$ cat src/rtl/awgn_pkg.sv
// Shared AWGN-chain types: URNG word width and the (u0,u1) Box-Muller sample pair.
package awgn_pkg;
  localparam int URNG_W = 32;
  localparam int U0_W   = 48;
  localparam int U1_W   = 16;

  typedef struct packed {
    logic [U0_W-1:0] u0;
    logic [U1_W-1:0] u1;
  } pair_t;

  // Two consecutive words A,B form {u0,u1} = {A, B} bit-for-bit.
  function automatic pair_t make_pair(input logic [URNG_W-1:0] a,
                                      input logic [URNG_W-1:0] b);
    return pair_t'({a, b});
  endfunction
endpackage

$ cat src/rtl/urng_pair_fifo.sv
// First-word-fall-through sync FIFO of pair_t with an explicit occupancy level.
module urng_pair_fifo
  import awgn_pkg::*;
#(
  parameter int DEPTH = 4
) (
  input  logic                   clock,
  input  logic                   reset,
  input  logic                   push_i,
  input  pair_t                  data_i,
  input  logic                   pop_i,
  output pair_t                  head_o,
  output logic [$clog2(DEPTH):0] level_o
);
  localparam int PTR_W = $clog2(DEPTH);
  localparam int LVL_W = PTR_W + 1;

  pair_t            mem_q [DEPTH];
  logic [PTR_W-1:0] wr_ptr_q, wr_ptr_d;
  logic [PTR_W-1:0] rd_ptr_q, rd_ptr_d;
  logic [LVL_W-1:0] level_q, level_d;

  // Pointers wrap for free because DEPTH is a power of two.
  always_comb begin
    wr_ptr_d = wr_ptr_q;
    rd_ptr_d = rd_ptr_q;
    level_d  = level_q;
    if (push_i) wr_ptr_d = wr_ptr_q + 1'b1;
    if (pop_i)  rd_ptr_d = rd_ptr_q + 1'b1;
    case ({push_i, pop_i})
      2'b10:   level_d = level_q + LVL_W'(1);
      2'b01:   level_d = level_q - LVL_W'(1);
      default: level_d = level_q;
    endcase
  end

  always_ff @(posedge clock or posedge reset) begin
    if (reset) begin
      wr_ptr_q <= '0;
      rd_ptr_q <= '0;
      level_q  <= '0;
    end else begin
      wr_ptr_q <= wr_ptr_d;
      rd_ptr_q <= rd_ptr_d;
      level_q  <= level_d;
    end
  end

  always_ff @(posedge clock) begin
    if (push_i) mem_q[wr_ptr_q] <= data_i;
  end

  assign head_o  = mem_q[rd_ptr_q];
  assign level_o = level_q;
endmodule

$ cat src/rtl/urng_pair_packer.sv
// Packs consecutive URNG words into (u0,u1) pairs, buffers them, counts drops on overflow.
// Optional build macro ZERO_GUARD_EN replaces an all-zero u0 with 1 before storage.
module urng_pair_packer
  import awgn_pkg::*;
#(
  parameter int DEPTH  = 4,
  parameter int DROP_W = 16
) (
  input  logic                   clock,
  input  logic                   reset,
  input  logic [URNG_W-1:0]      rand_in,
  input  logic                   rand_valid,
  output logic [U0_W-1:0]        u0_out,
  output logic [U1_W-1:0]        u1_out,
  output logic                   out_valid,
  input  logic                   out_ready,
  output logic [$clog2(DEPTH):0] fifo_level,
  output logic [DROP_W-1:0]      drop_count
);
  localparam int          LVL_W    = $clog2(DEPTH) + 1;
  localparam logic [0:0]  ST_EMPTY = 1'b0;
  localparam logic [0:0]  ST_HALF  = 1'b1;

  function automatic logic [DROP_W-1:0] sat_inc(input logic [DROP_W-1:0] v);
    return (&v) ? v : v + 1'b1;
  endfunction

  function automatic pair_t zero_guard(input pair_t p);
    pair_t g;
    g = p;
`ifdef ZERO_GUARD_EN
    if (g.u0 == '0) g.u0 = U0_W'(1);
`endif
    return g;
  endfunction

  logic [0:0]        state_q, state_d;
  logic [URNG_W-1:0] word_a_q, word_a_d;
  logic [DROP_W-1:0] drop_q, drop_d;
  logic [LVL_W-1:0]  level;
  pair_t             head;
  pair_t             pair_new;
  logic              pair_done, pop, push;

  assign out_valid = (level != '0);
  assign pop       = out_valid && out_ready;
  assign pair_done = (state_q == ST_HALF) && rand_valid;
  assign pair_new  = zero_guard(make_pair(word_a_q, rand_in));
  // A full FIFO still accepts the pair when the head leaves in the same cycle.
  assign push      = pair_done && ((level != LVL_W'(DEPTH)) || pop);

  always_comb begin
    state_d  = state_q;
    word_a_d = word_a_q;
    drop_d   = drop_q;
    if (rand_valid) begin
      if (state_q == ST_EMPTY) begin
        state_d  = ST_HALF;
        word_a_d = rand_in;
      end else begin
        state_d = ST_EMPTY;
      end
    end
    if (pair_done && !push) drop_d = sat_inc(drop_q);
  end

  always_ff @(posedge clock or posedge reset) begin
    if (reset) begin
      state_q <= ST_EMPTY;
      drop_q  <= '0;
    end else begin
      state_q <= state_d;
      drop_q  <= drop_d;
    end
  end

  always_ff @(posedge clock) begin
    word_a_q <= word_a_d;
  end

  urng_pair_fifo #(
    .DEPTH (DEPTH)
  ) u_fifo (
    .clock   (clock),
    .reset   (reset),
    .push_i  (push),
    .data_i  (pair_new),
    .pop_i   (pop),
    .head_o  (head),
    .level_o (level)
  );

  assign u0_out     = out_valid ? head.u0 : '0;
  assign u1_out     = out_valid ? head.u1 : '0;
  assign fifo_level = level;
  assign drop_count = drop_q;
endmodule
$ cat config.mk
export PLATFORM = sky130hd
export DESIGN_NAME = urng_pair_packer
export DESIGN_NICKNAME = d
export VERILOG_FILES = /design/src/rtl/awgn_pkg.sv /design/src/rtl/urng_pair_fifo.sv /design/src/rtl/urng_pair_packer.sv
export SDC_FILE = /design/constraint.sdc
export NUM_CORES = 1
export LEC_CHECK = 0
export CORE_MARGIN = 5
export CORE_UTILIZATION = 32
export DETAILED_ROUTE_END_ITERATION = 16
export GPL_TIMING_DRIVEN = 0
export HOLD_SLACK_MARGIN = 0.08
export PLACE_DENSITY = 0.55
export REMOVE_ABC_BUFFERS = 1
export SLEW_MARGIN = 5
export SYNTH_ARGS = -nofsm -noshare
export SYNTH_HDL_FRONTEND = slang
export SYNTH_SLANG_ARGS = --single-unit
$ cat constraint.sdc
create_clock -name clock -period 6.8 [get_ports clock]
set_input_delay 1.02 -clock clock [delete_from_list [all_inputs] [get_ports clock]]
set_output_delay 1.02 -clock clock [all_outputs]
set_load 0.005 [all_outputs]
==> results of run 1 <==
-- registers in the layout, summed over array words and instances (netlist names) --
register,cells
state_q,1
u_fifo.level_o,3
u_fifo.wr_ptr_q,2
u_fifo.mem_q,256
drop_count,16
u_fifo.rd_ptr_q,2
word_a_q,32
-- worst paths after layout --
path	to	from
max	u1_out[11]	u_fifo.rd_ptr_q[0]
min	u_fifo.mem_q[2][32]	word_a_q[0]
max reg2reg	u_fifo.level_o[2]	u_fifo.level_o[1]
min reg2reg	u_fifo.mem_q[2][32]	word_a_q[0]
max in group asynchronous	u_fifo.rd_ptr_q[1]	reset
min in group asynchronous	drop_count[9]	reset
-- power by group --
part,switching [W],total (W),leakage (nW),internal [W]
registers,0.000211,0.00265,2.93,0.00244
logic,0.000791,0.00195,1.44,0.00116
clock network,0.000681,0.00166,0.483,0.000978
-- cell families (layout without fill, tap and decap cells) --
kind of cell	Yosys count	after routing	share of synthesized area [%]
compound gates	12	12	0.610
flops	312	312	77.7
fa+ha+maj	6	6	0.694
mux	67	67	12.4
buf+inv	31	191	1.03
simple gates	117	117	6.14
xor+xnor	20	20	1.47
-- layer usage --
metal / up-vias / global-route usage (%)
li1: 2535 / -
met1: 2976 / 14.6
met2: 121 / 19.2
met3: 41 / 2.89
met4: 2 / 2.62
met5: - / 0
-- placed cells by master, fill, tap and decap left out, types with 8 or more instances in the layout --
cell             synthesis  routed
edfxtp_1               288     288
clkdlybuf4s50_1          0     119
and2_1                  69      65
mux4_2                  64      64
clkbuf_16                0      31
dfrtp_1                 24      22
xor2_1                  14      14
nand2_1                 10      10
clkinv_1                 0      10
inv_1                    8       8
-- through the flow --
step / hold slack [ps] / cells / power [W]
final: 491 / 1193 / 0.00626
after global placement: 465 / 1129 / 0.00471
after detailed placement: 479 / 1137 / 0.00472
after global routing: 500 / 1193 / 0.00661
after CTS: 493 / 1193 / 0.00639
after floorplan: 459 / 542 / 0.00363
-- final cells by class --
cell class                 instances  area [µm²]
inverter                           8        30.0
tap                              468         586
fill                            3252       21900
sequential                       312        9260
timing repair buffer             127        1400
multi-input combinational        222        2570
clock inverter                    21         199
clock buffer                      35         791
==> metrics.yaml, run 1 <==
dp_slack_ps: 3160
n_antenna_cell: 0
grt_overflow: 0
yosysTopAreaCell: "edfxtp_1"
grt_max_degree: 49
regToRegSetupSlack_ps: 4380
globalplace.congestion: 0.771
r2r_cells: 7
netlist.area_leader.share_pct: 72.6
drive_above_1_share_pct: 17.7
worstPathMaxFanout: 37
max_stage_delay_ps: 870
insertion_delay_ps: 550
end_kind: "primary output"
via_per_inst: 4.76
required_ps: 5780
start_util_pct: 32.4
first_pass_iters: 4
crit_arrival_ps: 2980
cts_resized: 0
async_flop_share_pct: 7.69
syn-instance-count: 565
crit_cells: 4
ios: 120
p_per_area_mw_per_mm2: 422
status: "completed"
seq_area_frac_synth_pct: 77.7
cp_top_family: "flip-flops"
max_cap_viol_count: 0
synth.area.top_cells: "edfxtp_1, mux4_2, dfrtp_1, and2_1, xor2_1"
synth.most_common_cell: "edfxtp_1"
ys.flop_type: "edfxtp_1"
remaining_drc_errors: 0
met3_length_um: 1330
yosysWarnings: 0
postCtsSetupBuffers: 0
track_usage_pct: 11.2
slowest_stage: "dfrtp_4"
grt_pass1_vias: 6184
die_h_um: 203
ys_top_cells_by_count: "edfxtp_1, and2_1, mux4_2, dfrtp_1, clkbuf_1"
drt_iter0_markers: 279
drtAntennaViolNets: 0
holdPathStages: 0
cts.sinks: 312
hpwl_um: 13700
vdd_ir_drop_max_v: 0.000193
area_growth_pct: 24.5
grt_setup_unrepaired: "false"
syn_area_per_cell_um2: 21.1
slew_headroom_pct: 35.1
crit_chain: "buf_16, mux4_2, and2_1, clkdlybuf4s50_1"
design.core.area_mm2: 0.0367
cts-hold-fix-buffers: 0
skew_ps: 15.1
layout_setup_ws_ps: 2800
hold_class: "reg2reg"
fin_util_pct: 40.4
cts-root-buf: "clkbuf_16"
cts_buffer_depth: 3
die_w_um: 203
htreeDepth: 1
top_layer: "met5"
fin_area_mm2: 0.0148
synth_area_mm2: 0.0119
dieArea_mm2: 0.0412
worst_pin_slew_ps: 973
routed_wl_um: 23600
ys_seq_elements: 312
port_buffers: 119
wl_per_cell_um: 19.8
finalSetupViolCount: 0
place_area_mm2: 0.0138
fin_crit_sh_pct: 58.9
worst-path-buf-inv: 2
fmax_mhz: 250
tritoncts: "done"
timing.setup.tns_ps: 0
path_clk_slew_ps: 60
synth-edff-count: 288
grt_antenna_before_repair: 1
synthDistinctLibCells: 36
m1WireLength_um: 10100
min_period_ps: 4000
rows: 70
grt_pass1_wl_um: 36300
wl_met2_um: 11700
criticalPathCategory: "reg2out"
drv_slew: 0
start_kind: "flop"
hold_viol_final: 0
numCtsBuffers: 31
p_leak_nw: 4.86
vias: 5675
nets: 744
Power figures use the tool's default switching activity.
==> run 2, diff against run 1 <==
- PLACE_DENSITY: 0.55 -> 0.57
- clock period: 6.8 -> 3.6 ns (I/O delays scaled with it)
==> run 2 against run 1 <==
  * Count of clock-buffer cells in the layout grew 11
  * Register-to-register slack lost 3500 ps
  * Core utilization grew 0.48 points
  * Largest power group unchanged
  * Flip-flop and latch count is the same
  * Clock power grew 110%
  * Global-route usage grew 0.30 points
  * Combinational power grew 95%
  * Via count shrank 0.39%
  * Total power grew 94%
==> metrics.yaml, run 2 (synthesis gave the netlist of run 1 again) <==
status: "completed"
grt_use_met3_pct: 3.27  # +0.38 points
n_antenna_cell: 0  # unchanged
worstPathMaxFanout: 25  # -32%
max_cap_viol_count: 0  # unchanged
insertion_delay_ps: 500  # -50 ps
tritoncts: "done"
slowest_stage: "dfrtp_4"
layout_common_cells: "edfxtp_1, clkdlybuf4s50_1, and2_1"
hold_class: "reg2reg"
holdPathStages: 0  # unchanged
routed_wl_um: 23900  # +1.3%
die_h_um: 203  # unchanged
area_growth_pct: 26.0
drtAntennaViolNets: 0  # unchanged
ios: 120  # unchanged
min_period_ps: 3410
finalSetupViolCount: 0  # unchanged
pwr-share-comb_pct: 31.3  # about the same
p_leak_nw: 4.95  # +1.9%
cts_buffer_depth: 3  # unchanged
hold_viol_final: 0  # unchanged
fin_crit_sh_pct: 94.6
grt-busiest-layer: "met2"
die_w_um: 203  # unchanged
wl_per_cell_um: 19.8  # +0.34%
cp_top_family: "buffers and inverters"
grt_util_met1_pct: 15.0  # +0.47 points
p_switching_w: 0.00326  # +94%
largest_reg_flops: 256  # unchanged
grt_max_degree: 44  # -10%
slew_headroom_pct: 34.2  # -0.87 points
first_pass_iters: 4  # unchanged
vdd_ir_drop_max_v: 0.000328  # +70%
worst-path-buf-inv: 3  # +1
hpwl_um: 13600  # -0.78%
p_per_area_mw_per_mm2: 810  # +92%
r2r_cells: 8  # +1
rows: 70  # unchanged
globalplace.congestion: 0.743  # -3.6%
drt_iter0_markers: 288  # +3.2%
sw_frac_of_total_pct: 26.8  # -0.050 points
cts-root-buf: "clkbuf_16"
via_per_inst: 4.70  # -1.3%
dp_slack_ps: 470  # -2690 ps
skew_ps: 7.12  # -7.94 ps
crit_chain: "buf_12, buf_16, mux4_2, and2_1, clkdlybuf4s50_1"
criticalPathCategory: "reg2out"
crit_cells: 5  # +1
max_stage_delay_ps: 650  # -220 ps
layout_commonest_cell: "edfxtp_1"
intPower_w: 0.00889  # +94%
worst_pin_slew_ps: 985  # +13.0 ps
cts-hold-fix-buffers: 0  # unchanged
seqPwrFrac_pct: 40.5  # -1.8 points
place_area_mm2: 0.0139  # +0.14%
remaining_drc_errors: 0  # unchanged
multi_input_area_mm2: 0.00257  # unchanged
timing.setup.tns_ps: 0  # unchanged
htreeDepth: 2  # +1
regToRegSetupSlack_ps: 920  # -3460 ps
required_ps: 3060  # -2720 ps
fin_area_mm2: 0.0150  # +1.2%
regArea_mm2: 0.00926  # unchanged
drv_slew: 0  # unchanged
layout_setup_ws_ps: 195  # -2600 ps
power_w: 0.0121  # +94%
grtUsageMet2_pct: 19.2  # +0.036 points
fmax_mhz: 294
cts.sinks: 312  # unchanged
grt_pass1_wl_um: 37300  # +2.8%
drive_above_1_share_pct: 18.9  # +1.2 points
grt_overflow: 0  # unchanged
nets: 751  # +0.94%
numCtsBuffers: 36  # +16%
port_buffers: 119  # unchanged
largest-register: "u_fifo.mem_q"
start_kind: "flop"
grt_pass1_vias: 6251  # +1.1%
end_kind: "primary output"
clkPwrFrac_pct: 28.1  # +1.6 points
path_clk_slew_ps: 60  # about the same
dieArea_mm2: 0.0412  # unchanged
design.core.area_mm2: 0.0367  # unchanged
track_usage_pct: 11.6  # +0.30 points
grt_setup_unrepaired: "false"
crit_arrival_ps: 2870  # -110 ps
fillers: 3268  # +0.49%
grt_antenna_before_repair: 0  # -1
vias: 5653  # -0.39%
start_util_pct: 32.4  # unchanged
fin_util_pct: 40.9  # +0.48 points
run 2: changes by cell type in the layout (fill, tap and decap cells not counted), sizes merged:
cell / delta
clkinvlp: -1
clkbuf: +11
buf: +2
bufinv: -2
inv: +3
clkinv: -2
run 2: layer usage:
| metal | wire length [µm] | share of wire [%] |
|---|---|---|
| met1 | 10400 | 44 |
| met3 | 1350 | 5.7 |
| met5 | 0 | 0 |
| met4 | 461 | 1.9 |
| met2 | 11700 | 49 |
run 2: cell type report:
cell class | count | area share [%]
clock inverter | 19 | 1.05
tap | 468 | 3.90
multi-input combinational | 222 | 17.1
timing repair buffer | 129 | 9.63
sequential | 312 | 61.7
inverter | 8 | 0.200
clock buffer | 46 | 6.40
run 2: worst paths after layout:
kind / start / to
hold reg to reg: word_a_q[8] / u_fifo.mem_q[0][40]
hold / removal: word_a_q[8] / u_fifo.mem_q[0][40]
min in group asynchronous: reset / drop_count[3]
setup reg to reg: u_fifo.level_o[1] / u_fifo.level_o[2]
max in group asynchronous: reset / u_fifo.rd_ptr_q[1]
setup / recovery: u_fifo.rd_ptr_q[0] / u0_out[47]
run 2: power groups by stage:
stage / clock network (W) / registers (W) / logic, W
2_1_floorplan: 0 / 0.00509 / 0.00177
3_3_place_gp: 0 / 0.00536 / 0.00353
3_5_place_dp: 0 / 0.00504 / 0.00387
4_1_cts: 0.00353 / 0.00494 / 0.00397
5_1_grt: 0.00370 / 0.00499 / 0.00415
6_report: 0.00342 / 0.00493 / 0.00381
run 2: metrics by stage:
step / hold slack [ps] / std cells
after floorplan: 459 / 542
after global placement: 476 / 1129
after detailed placement: 486 / 1138
after CTS: 498 / 1204
after global routing: 511 / 1204
final: 496 / 1204
run 2: repair_timing:
action,in CTS,in global routing
gates resized for setup,0,0
endpoints found under the setup margin,25,0
buffers inserted,1,0
